**src/rtl/stream_compare_run_ctrl_if.sv**
```systemverilog
// Signal bundle between the run sequencer, its register-interface block and the comparator.
// master = register block / comparator side, slave = run sequencer side.
interface stream_compare_run_ctrl_if #(
    parameter int CNT_WIDTH = 32
);
    logic                 start;
    logic                 abort;
    logic [CNT_WIDTH-1:0] word_target;
    logic [CNT_WIDTH-1:0] timeout_cycles;
    logic [CNT_WIDTH-1:0] cmp_word_count;
    logic [CNT_WIDTH-1:0] cmp_err_count;
    logic                 cmp_mismatch;
    logic                 cmp_reset;
    logic                 cmp_latch;
    logic                 busy;
    logic                 done;
    logic                 pass;
    logic                 timed_out;
    logic                 aborted;
    logic [CNT_WIDTH-1:0] result_words;
    logic [CNT_WIDTH-1:0] result_errs;
    logic [CNT_WIDTH-1:0] run_cycles;

    modport master (
        output start, abort, word_target, timeout_cycles,
        output cmp_word_count, cmp_err_count, cmp_mismatch,
        input  cmp_reset, cmp_latch, busy, done, pass, timed_out, aborted,
        input  result_words, result_errs, run_cycles
    );

    modport slave (
        input  start, abort, word_target, timeout_cycles,
        input  cmp_word_count, cmp_err_count, cmp_mismatch,
        output cmp_reset, cmp_latch, busy, done, pass, timed_out, aborted,
        output result_words, result_errs, run_cycles
    );
endinterface

```
**src/rtl/stream_compare_run_ctrl.sv**
```systemverilog
// Run sequencer for a two-stream word comparator: clear, settle, monitor, latch, report.
// Optional macro STREAM_COMPARE_STOP_ON_ERROR_EN ends a run on the first mismatch pulse.
module stream_compare_run_ctrl #(
    parameter int CNT_WIDTH     = 32,
    parameter int SETTLE_CYCLES = 4
) (
    input  logic                     clk,
    input  logic                     aresetn,
    stream_compare_run_ctrl_if.slave bus
);

`ifdef STREAM_COMPARE_STOP_ON_ERROR_EN
    localparam bit STOP_ON_ERR = 1'b1;
`else
    localparam bit STOP_ON_ERR = 1'b0;
`endif

    localparam int             SW          = (SETTLE_CYCLES > 1) ? $clog2(SETTLE_CYCLES) : 1;
    localparam logic [SW-1:0]  SETTLE_LOAD = SW'(SETTLE_CYCLES - 1);

    typedef enum logic [2:0] {
        S_IDLE,
        S_CLEAR,
        S_SETTLE,
        S_RUN,
        S_LATCH,
        S_LATCH2,
        S_DONE
    } state_t;

    state_t               state;
    logic                 start_q;
    logic [SW-1:0]        settle_cnt;
    logic                 cmp_reset_r;
    logic                 cmp_latch_r;
    logic                 busy_r;
    logic                 done_r;
    logic                 pass_r;
    logic                 timed_out_r;
    logic                 aborted_r;
    logic [CNT_WIDTH-1:0] result_words_r;
    logic [CNT_WIDTH-1:0] result_errs_r;
    logic [CNT_WIDTH-1:0] run_cycles_r;
    logic                 launch;

    function automatic logic [CNT_WIDTH-1:0] sat_inc(input logic [CNT_WIDTH-1:0] v);
        return (&v) ? v : v + CNT_WIDTH'(1);
    endfunction

    function automatic logic target_hit(input logic [CNT_WIDTH-1:0] words,
                                        input logic [CNT_WIDTH-1:0] target);
        return (target != '0) && (words >= target);
    endfunction

    // Extra bit keeps run_cycles+1 from wrapping when run_cycles is all-ones.
    function automatic logic timeout_hit(input logic [CNT_WIDTH-1:0] cycles,
                                         input logic [CNT_WIDTH-1:0] limit);
        return (limit != '0) &&
               (({1'b0, cycles} + (CNT_WIDTH+1)'(1)) >= {1'b0, limit});
    endfunction

    assign launch = bus.start & ~start_q;

    always_ff @(posedge clk or negedge aresetn) begin
        if (!aresetn) begin
            state          <= S_IDLE;
            start_q        <= 1'b0;
            settle_cnt     <= '0;
            cmp_reset_r    <= 1'b0;
            cmp_latch_r    <= 1'b0;
            busy_r         <= 1'b0;
            done_r         <= 1'b0;
            pass_r         <= 1'b0;
            timed_out_r    <= 1'b0;
            aborted_r      <= 1'b0;
            result_words_r <= '0;
            result_errs_r  <= '0;
            run_cycles_r   <= '0;
        end else begin
            start_q     <= bus.start;
            cmp_reset_r <= 1'b0;
            cmp_latch_r <= 1'b0;

            case (state)
                S_IDLE, S_DONE: begin
                    if (launch) begin
                        state          <= S_CLEAR;
                        cmp_reset_r    <= 1'b1;
                        busy_r         <= 1'b1;
                        done_r         <= 1'b0;
                        pass_r         <= 1'b0;
                        timed_out_r    <= 1'b0;
                        aborted_r      <= 1'b0;
                        result_words_r <= '0;
                        result_errs_r  <= '0;
                        run_cycles_r   <= '0;
                    end
                end

                S_CLEAR: begin
                    state      <= S_SETTLE;
                    settle_cnt <= SETTLE_LOAD;
                end

                S_SETTLE: begin
                    if (bus.abort) begin
                        state       <= S_LATCH;
                        cmp_latch_r <= 1'b1;
                        aborted_r   <= 1'b1;
                    end else if (settle_cnt == '0) begin
                        state <= S_RUN;
                    end else begin
                        settle_cnt <= settle_cnt - SW'(1);
                    end
                end

                // Exit priority: abort, mismatch (optional), word target, timeout.
                S_RUN: begin
                    run_cycles_r <= sat_inc(run_cycles_r);
                    if (bus.abort) begin
                        state       <= S_LATCH;
                        cmp_latch_r <= 1'b1;
                        aborted_r   <= 1'b1;
                    end else if (STOP_ON_ERR && bus.cmp_mismatch) begin
                        state       <= S_LATCH;
                        cmp_latch_r <= 1'b1;
                        aborted_r   <= 1'b1;
                    end else if (target_hit(bus.cmp_word_count, bus.word_target)) begin
                        state       <= S_LATCH;
                        cmp_latch_r <= 1'b1;
                    end else if (timeout_hit(run_cycles_r, bus.timeout_cycles)) begin
                        state       <= S_LATCH;
                        cmp_latch_r <= 1'b1;
                        timed_out_r <= 1'b1;
                    end
                end

                S_LATCH: begin
                    state <= S_LATCH2;
                end

                // Comparator counts are frozen one cycle after the latch pulse.
                S_LATCH2: begin
                    state          <= S_DONE;
                    result_words_r <= bus.cmp_word_count;
                    result_errs_r  <= bus.cmp_err_count;
                    pass_r         <= (bus.cmp_err_count == '0) && !timed_out_r && !aborted_r;
                    busy_r         <= 1'b0;
                    done_r         <= 1'b1;
                end

                default: begin
                    state <= S_IDLE;
                end
            endcase
        end
    end

    assign bus.cmp_reset    = cmp_reset_r;
    assign bus.cmp_latch    = cmp_latch_r;
    assign bus.busy         = busy_r;
    assign bus.done         = done_r;
    assign bus.pass         = pass_r;
    assign bus.timed_out    = timed_out_r;
    assign bus.aborted      = aborted_r;
    assign bus.result_words = result_words_r;
    assign bus.result_errs  = result_errs_r;
    assign bus.run_cycles   = run_cycles_r;

endmodule
```
**src/flat_wrapper.sv**
```systemverilog
// flat-port wrapper written by rule: the top's interface ports become plain ports
module stream_compare_run_ctrl_flat 
#(
    parameter int CNT_WIDTH     = 32,
    parameter int SETTLE_CYCLES = 4
)
  (clk, aresetn, bus_start, bus_abort, bus_word_target, bus_timeout_cycles, bus_cmp_word_count, bus_cmp_err_count, bus_cmp_mismatch, bus_cmp_reset, bus_cmp_latch, bus_busy, bus_done, bus_pass, bus_timed_out, bus_aborted, bus_result_words, bus_result_errs, bus_run_cycles);
  stream_compare_run_ctrl_if #(.CNT_WIDTH(CNT_WIDTH)) bus_i ();
  input  logic clk;
  input  logic aresetn;
  input wire logic [$bits(bus_i.start)-1:0] bus_start;
  input wire logic [$bits(bus_i.abort)-1:0] bus_abort;
  input wire logic [$bits(bus_i.word_target)-1:0] bus_word_target;
  input wire logic [$bits(bus_i.timeout_cycles)-1:0] bus_timeout_cycles;
  input wire logic [$bits(bus_i.cmp_word_count)-1:0] bus_cmp_word_count;
  input wire logic [$bits(bus_i.cmp_err_count)-1:0] bus_cmp_err_count;
  input wire logic [$bits(bus_i.cmp_mismatch)-1:0] bus_cmp_mismatch;
  output wire logic [$bits(bus_i.cmp_reset)-1:0] bus_cmp_reset;
  output wire logic [$bits(bus_i.cmp_latch)-1:0] bus_cmp_latch;
  output wire logic [$bits(bus_i.busy)-1:0] bus_busy;
  output wire logic [$bits(bus_i.done)-1:0] bus_done;
  output wire logic [$bits(bus_i.pass)-1:0] bus_pass;
  output wire logic [$bits(bus_i.timed_out)-1:0] bus_timed_out;
  output wire logic [$bits(bus_i.aborted)-1:0] bus_aborted;
  output wire logic [$bits(bus_i.result_words)-1:0] bus_result_words;
  output wire logic [$bits(bus_i.result_errs)-1:0] bus_result_errs;
  output wire logic [$bits(bus_i.run_cycles)-1:0] bus_run_cycles;
  assign bus_i.start = bus_start;
  assign bus_i.abort = bus_abort;
  assign bus_i.word_target = bus_word_target;
  assign bus_i.timeout_cycles = bus_timeout_cycles;
  assign bus_i.cmp_word_count = bus_cmp_word_count;
  assign bus_i.cmp_err_count = bus_cmp_err_count;
  assign bus_i.cmp_mismatch = bus_cmp_mismatch;
  assign bus_cmp_reset = bus_i.cmp_reset;
  assign bus_cmp_latch = bus_i.cmp_latch;
  assign bus_busy = bus_i.busy;
  assign bus_done = bus_i.done;
  assign bus_pass = bus_i.pass;
  assign bus_timed_out = bus_i.timed_out;
  assign bus_aborted = bus_i.aborted;
  assign bus_result_words = bus_i.result_words;
  assign bus_result_errs = bus_i.result_errs;
  assign bus_run_cycles = bus_i.run_cycles;
  stream_compare_run_ctrl #(.CNT_WIDTH(CNT_WIDTH), .SETTLE_CYCLES(SETTLE_CYCLES)) u_core (.clk(clk), .aresetn(aresetn), .bus(bus_i));
endmodule
```
**config.mk**
```make
export PLATFORM = sky130hd
export DESIGN_NAME = stream_compare_run_ctrl_flat
export DESIGN_NICKNAME = d
export VERILOG_FILES = /design/src/rtl/stream_compare_run_ctrl_if.sv /design/src/rtl/stream_compare_run_ctrl.sv /design/src/flat_wrapper.sv
export SDC_FILE = /design/constraint.sdc
export NUM_CORES = 1
export LEC_CHECK = 0
export CAP_MARGIN = 20
export CORE_MARGIN = 2
export CORE_UTILIZATION = 47
export DETAILED_ROUTE_END_ITERATION = 7
export GPL_ROUTABILITY_DRIVEN = 0
export PLACE_DENSITY = 0.93
export REMOVE_ABC_BUFFERS = 1
export SLEW_MARGIN = 20
export SYNTH_ARGS = -nofsm -noshare
export SYNTH_HDL_FRONTEND = slang
export SYNTH_SLANG_ARGS = --single-unit
```
**constraint.sdc**
```tcl
create_clock -name clk -period 3.7 [get_ports clk]
set_clock_uncertainty 0.05 [all_clocks]
set_input_delay 0.555 -clock clk [delete_from_list [all_inputs] [get_ports clk]]
set_output_delay 0.555 -clock clk [all_outputs]
set_load 0.05 [all_outputs]
```
After elaboration in Yosys (flattened, before gate mapping)

Index checks and enable logic that the tools add are counted.
Widths: inputs -> output; s select.

Bits in registers: 109
Latch bits: 0
RAM bits: 0
Bits in read-only memories: 0
Bits of input ports: 133
Output and inout bits: 103
Memories: 0

Add/subtract/negate cells: 3
$mul: 0
Div/mod/pow operators: 0
Magnitude comparators: 2
Equality and inequality tests: 16
Shift operators: 0
Muxes and demuxes: 33
Bitwise gates (word level): 2
Reductions and logical operators: 24

Operator list:

| kind                  | number |
|---|---|
| $pmux 32 s2           | 3 |
| $mux 32               | 2 |
| $reduce_bool 32->1    | 2 |
| $add 32x1->33 const B | 1 |
| $ge 33x32->1          | 1 |
| $add 32x1->32 const B | 1 |
| $ge 32x32->1          | 1 |
| $logic_not 32->1      | 1 |
| $reduce_and 32->1     | 1 |
| $mux 3                | 6 |
| $pmux 3 s6            | 1 |
| $mux 1                | 12 |
| $pmux 1 s2            | 6 |
| $reduce_and 3->1      | 4 |
| $ne 2x2->1 const B    | 5 |
| $eq 3x3->1 const B    | 3 |
| $reduce_bool 2->1     | 4 |
| $eq 3x2->1 const B    | 2 |
| $ne 2x1->1 const B    | 3 |
| $reduce_and 5->1      | 1 |
| $logic_and 1x1->1     | 4 |
| $mux 2                | 2 |
| $ne 4x2->1 const B    | 1 |
| $pmux 2 s2            | 1 |
| other kinds (10)      | 12 |

Longest topological paths before layout

Word-level depth: 7
Mapped depth: 15
Gate-level depth less buffers: 14

Least setup slack after synthesis

No wires, ideal clock.

Path type: register to register
Start: reg u_core.run_cycles_r[0], in the netlist u_core.bus.run_cycles[0]
End: reg u_core.state[2]
Library setup time: 120 ps
Data arrival time: 3578 ps
Path slack: -47 ps
Stages on the path, launching flop included: 16
Buffers on the path: 1
Clock period less this slack: 3747 ps
Cells stage by stage: dfrtp_1 -> ha_1 -> nand4_1 -> nor2_1 -> and2_0 -> clkbuf_1 -> nand4_1 -> nor2_1 -> xor2_1 -> ha_1 -> a21oi_1 -> o21ai_0 -> nand2_1 -> a41oi_1 -> or4_4 -> and3_1

Cells in the longest elaborated chain, start to end: 5

Ends and longest elaborated chain:

| item                       | line                           | RTL |
|---|---|---|
| start: declaration         | stream_compare_run_ctrl.sv:43  | `logic [CNT_WIDTH-1:0] run_cycles_r;` |
| start signal: assignment   | stream_compare_run_ctrl.sv:119 | `run_cycles_r <= sat_inc(run_cycles_r);` |
| $add 32x1->33              | stream_compare_run_ctrl.sv:59  | `(({1'b0, cycles} + (CNT_WIDTH+1)'(1)) >= {1'b0, limit});` |
| $ge 33x32->1               | stream_compare_run_ctrl.sv:59  |  |
| $logic_and 1x1->1          | stream_compare_run_ctrl.sv:58  | `return (limit != '0) &&` |
| $ne 4x2->1 (no line)       | -                              |  |
| $reduce_and 3->1 (no line) | -                              |  |
| end signal: assignment     | stream_compare_run_ctrl.sv:66  | `state <= S_IDLE;` |
| end signal: assignment     | stream_compare_run_ctrl.sv:87  | `state <= S_CLEAR;` |
| end signal: assignment     | stream_compare_run_ctrl.sv:101 | `state <= S_SETTLE;` |
| end: declaration           | stream_compare_run_ctrl.sv:31  | `state_t state;` |

Every way passes these cells.
A chain may end at the register's enable or synchronous reset.

Worst setup path in the final report

Start: reg u_core.run_cycles_r[1], in the netlist u_core.bus.run_cycles[1]
End: reg u_core.state[2]

The elaborated chain is that of the path after synthesis.

==> summary.md <==
| Metric | Value |
|---|---|
| Main flop type after synthesis | dfrtp_1 |
| Antenna violations before repair | 0 |
| Grt total ovfl | 0 |
| Routed wire per std cell | between 15 and 20 microns |
| Met3 wire len | 2262 microns |
| Crit Path Class | register to register |
| Via count | a little over 7,000 |
| Final instance area | roughly 10000 sq um |
| Crit share post-route | a little over nine tenths |
| Highest routing layer actually used | met4 |
| Crit path max-delay family | simple AND/OR/NAND/NOR gates |
| CTS tree | built |
| ANT nets after route | 0 |
| Chip width | approximately 130 microns |
| CTS Hold Bufs | 0 |
| Critical path's slowest cell | or4_4 |
| Fin nets | between 1,000 and 1,500 |
| Number of synthesized flops with an enable pin | 0 |
| Mapped Area | a little under 7000 sq um |
| Relative slew slack | between 30% and 40% |
| Netlist cell types | 47 |
| Post-DP HPWL | 16,620 microns |
| Area growth, synth to finish | 42.78% |
| Pwr dens | about 690 nW/um^2 |
| Worst IR Drop VDD | 497.2 uV |
| Max_cap viols | 0 |
| Most frequent cells in the layout | clkdlybuf4s50_1 (233), nand2_1 (184), dfrtp_1 (108), nand3_1 (105), inv_1 (75) |
| Setup violators final | 0 |
| Clk pwr share | approximately 15% |
| Vias in the first global route | approximately 7,200 |
| ANT cells | 0 |
| Seq cells post-synth | about 110 |
| Static leakage | approximately 0.0048 uW |
| Worst Path Required | a little under 4 ns |
| Status | complete, no violations |
| Clock Path Buffers | 2 |
| Row count | 44 |
| Logic pwr share | between 50% and 60% |
| Switching Power | approximately 3400 uW |
| Endpoint class of the critical path | register |
| Clock latency on the worst-skew pair | approximately 0.36 ns |
| Int Pwr | 3413 uW |
| Worst path buffer plus inverter count | 1 |
| Reg2reg setup slack | slightly above 0.08 ns |
| Wl on met1 | 8299 microns |
| Crit path DAT | 3.82 ns |
| Synth Warn # | 0 |
| Synth async-reset ratio | between 90% and 100% |
| First-pass GRT wire length | between 30,000 and 40,000 microns |
| Tot GR Track Use | 27.88% |
| Worst slack, placed | approximately 0.14 ns |
| Clock Pin Slew Worst Setup and Hold Paths | roughly 0.080 ns |
| Tightest Hold Check Type | primary input to async pin |
| Layout cell share with drive strength beyond 1 | slightly below 5% |
| CP startpoint kind | register |
| Final core occ | around two thirds |
| Clock sinks | approximately 110 |
| Root Driver | clkbuf_16 |
| Routed WL | 22,260 microns |
| CTS H-Tree Depth | 3 |
| Ports | between 200 and 250 |
| Full die area | approximately 16,000 sq um |
| Max incr delay on CP | ~0.55 ns |
| Seq pwr share | 28.5% |
| PortBufs | around 230 |
| Crit path max fanout | 5 |
| Met2 wire length | approximately 11,000 microns |
| Register area share after synthesis | slightly below 40% |
| Most common cell after layout, fill and taps aside | clkdlybuf4s50_1 |
| Final setup margin | between 0.08 and 0.09 ns |
| Final Max Tran Viols | 0 |
| Largest net degree at the start of global routing | 93 |
| Initial core utilization | between 40% and 50% |
| Final hold viol count | 0 |
| Vias/cell | 5.717 |
| Avg Inst Size Synth | 8.167 sq um |
| Area post-placement | 9524 sq um |
| Post-Synthesis Cells | around 850 |
| Core footprint | roughly 14,000 sq um |
| Highest clock rate | about 280 MHz |
| Net Sw Frac | between 50% and 60% |
| Critical-path cell list | ha_2 > nand4_1 > nor2_2 > buf_4 > and3_1 > xor2_1 > ha_1 > a21oi_1 > o21ai_0 > a21oi_1 > a31oi_4 > or4_4 > and3_1 |
| Die height | about 130 microns |
| Initial DRC Count | 705 |
| CTS buffer count | 9 |
| Worst Tran Pin Value | 1.016 ns |
| Final min period | ~3.6 ns |
| DRC | 0 |
| Setup TNS | 0 ns |
| DR pass1 iterations | 7 |
flip-flops by register name, indices dropped and copies added, names as in the netlist:
name / cells
u_core.bus.run_cycles: 32
u_core.bus.cmp_reset: 1
u_core.bus.cmp_latch: 1
u_core.start_q: 1
u_core.bus.aborted: 1
u_core.bus.result_words: 32
u_core.settle_cnt: 2
u_core.bus.timed_out: 1
u_core.bus.done: 1
u_core.bus.pass: 1
u_core.bus.busy: 1
u_core.bus.result_errs: 32
u_core.state: 3
kinds of logic after synthesis:
kind of cell               after synthesis  synth area share [%]
and+or+nand+nor                        434                 29.79
buffers and inverters                  111                 6.088
DFF                                    109                 39.39
AOI/OAI and AO/OA                       96                 8.654
adders and majority gates               68                 12.29
xor gates and xnor gates                30                 3.794
final timing paths:
kind | from | end | depth (start not counted)
setup reg to reg | u_core.bus.run_cycles[1] | u_core.state[2] | 13
min in group clk | u_core.settle_cnt[0] | u_core.settle_cnt[0] | 1
setup / recovery | u_core.bus.run_cycles[1] | u_core.state[2] | 13
max in group asynchronous | aresetn | u_core.bus.result_words[0] | 2
hold / removal | aresetn | u_core.bus.done | 1
hold reg to reg | u_core.settle_cnt[0] | u_core.settle_cnt[0] | 1
worst reg2reg max path, stage by stage, from the launching register on:
cell and delay (ns):
dfrtp_1 0.41, ha_2 0.23, nand4_1 0.20, nor2_2 0.22, buf_4 0.16, and3_1 0.19
xor2_1 0.29, ha_1 0.32, a21oi_1 0.19, o21ai_0 0.12, a21oi_1 0.27, a31oi_4 0.16
or4_4 0.55, and3_1 0.16
stage by stage:
stage / hold slack [ns] / std cells / power (uW)
4_1_cts: 0.1646 / 1262 / 6851
5_1_grt: 0.1873 / 1264 / 7240
6_report: 0.1511 / 1264 / 6862
3_5_place_dp: 0.4175 / 1246 / 5829
3_3_place_gp: 0.4106 / 1246 / 5712
2_1_floorplan: 0.2094 / 812 / 4362
cell type report:
type | instances | area [sq um]
sequential | 109 | 2729
tap | 184 | 230.2
timing repair buffer | 252 | 2512
multi-input combinational | 628 | 3831
inverter | 75 | 281.5
clock inverter | 7 | 78.83
clock buffer | 9 | 225.2
fill | 1096 | 4591
power groups by stage:
stage,logic [uW],registers [uW],clock network (uW)
finish,3900,1960,1000
global route,4160,2010,1060
CTS,3890,1950,1020
detailed placement,3870,1960,0
global placement,3770,1940,0
floorplan,1120,3250,0
cell usage after synthesis, types with 3 or more instances:
cell type	n	area share, %
or4_1	5	0.54
nor4_1	24	2.2
a211oi_1	5	0.54
nand4_1	32	2.9
buf_1	4	0.22
a21o_1	4	0.43
o31ai_1	8	0.87
dfrtp_1	109	39
o21ai_0	23	1.7
a41o_1	3	0.43
nor3_1	3	0.22
nand2_1	185	10
o211ai_1	4	0.43
a21oi_1	33	2.4
inv_1	75	4.1
nor2_1	34	1.8
a31oi_1	3	0.27
nand2b_1	18	1.6
and3_1	14	1.3
xor2_1	10	1.3
buf_2	4	0.29
nand3_1	105	7.6
xnor2_1	20	2.5
ha_1	68	12
clkbuf_1	28	1.5
what timing repair did:
item	CTS	global route
endpoints found under the hold margin	0	0
endpoints found under the setup margin	0	4
setup buffers	0	2
resized for setup	0	11
metal layers:
layer,vias to the layer above,GRT usage [%]
met4,0,8.105
met5,-,0
met2,372,48.63
met3,51,7.959
li1,3389,-
met1,3414,33.63
Power figures use the tool's default switching activity.
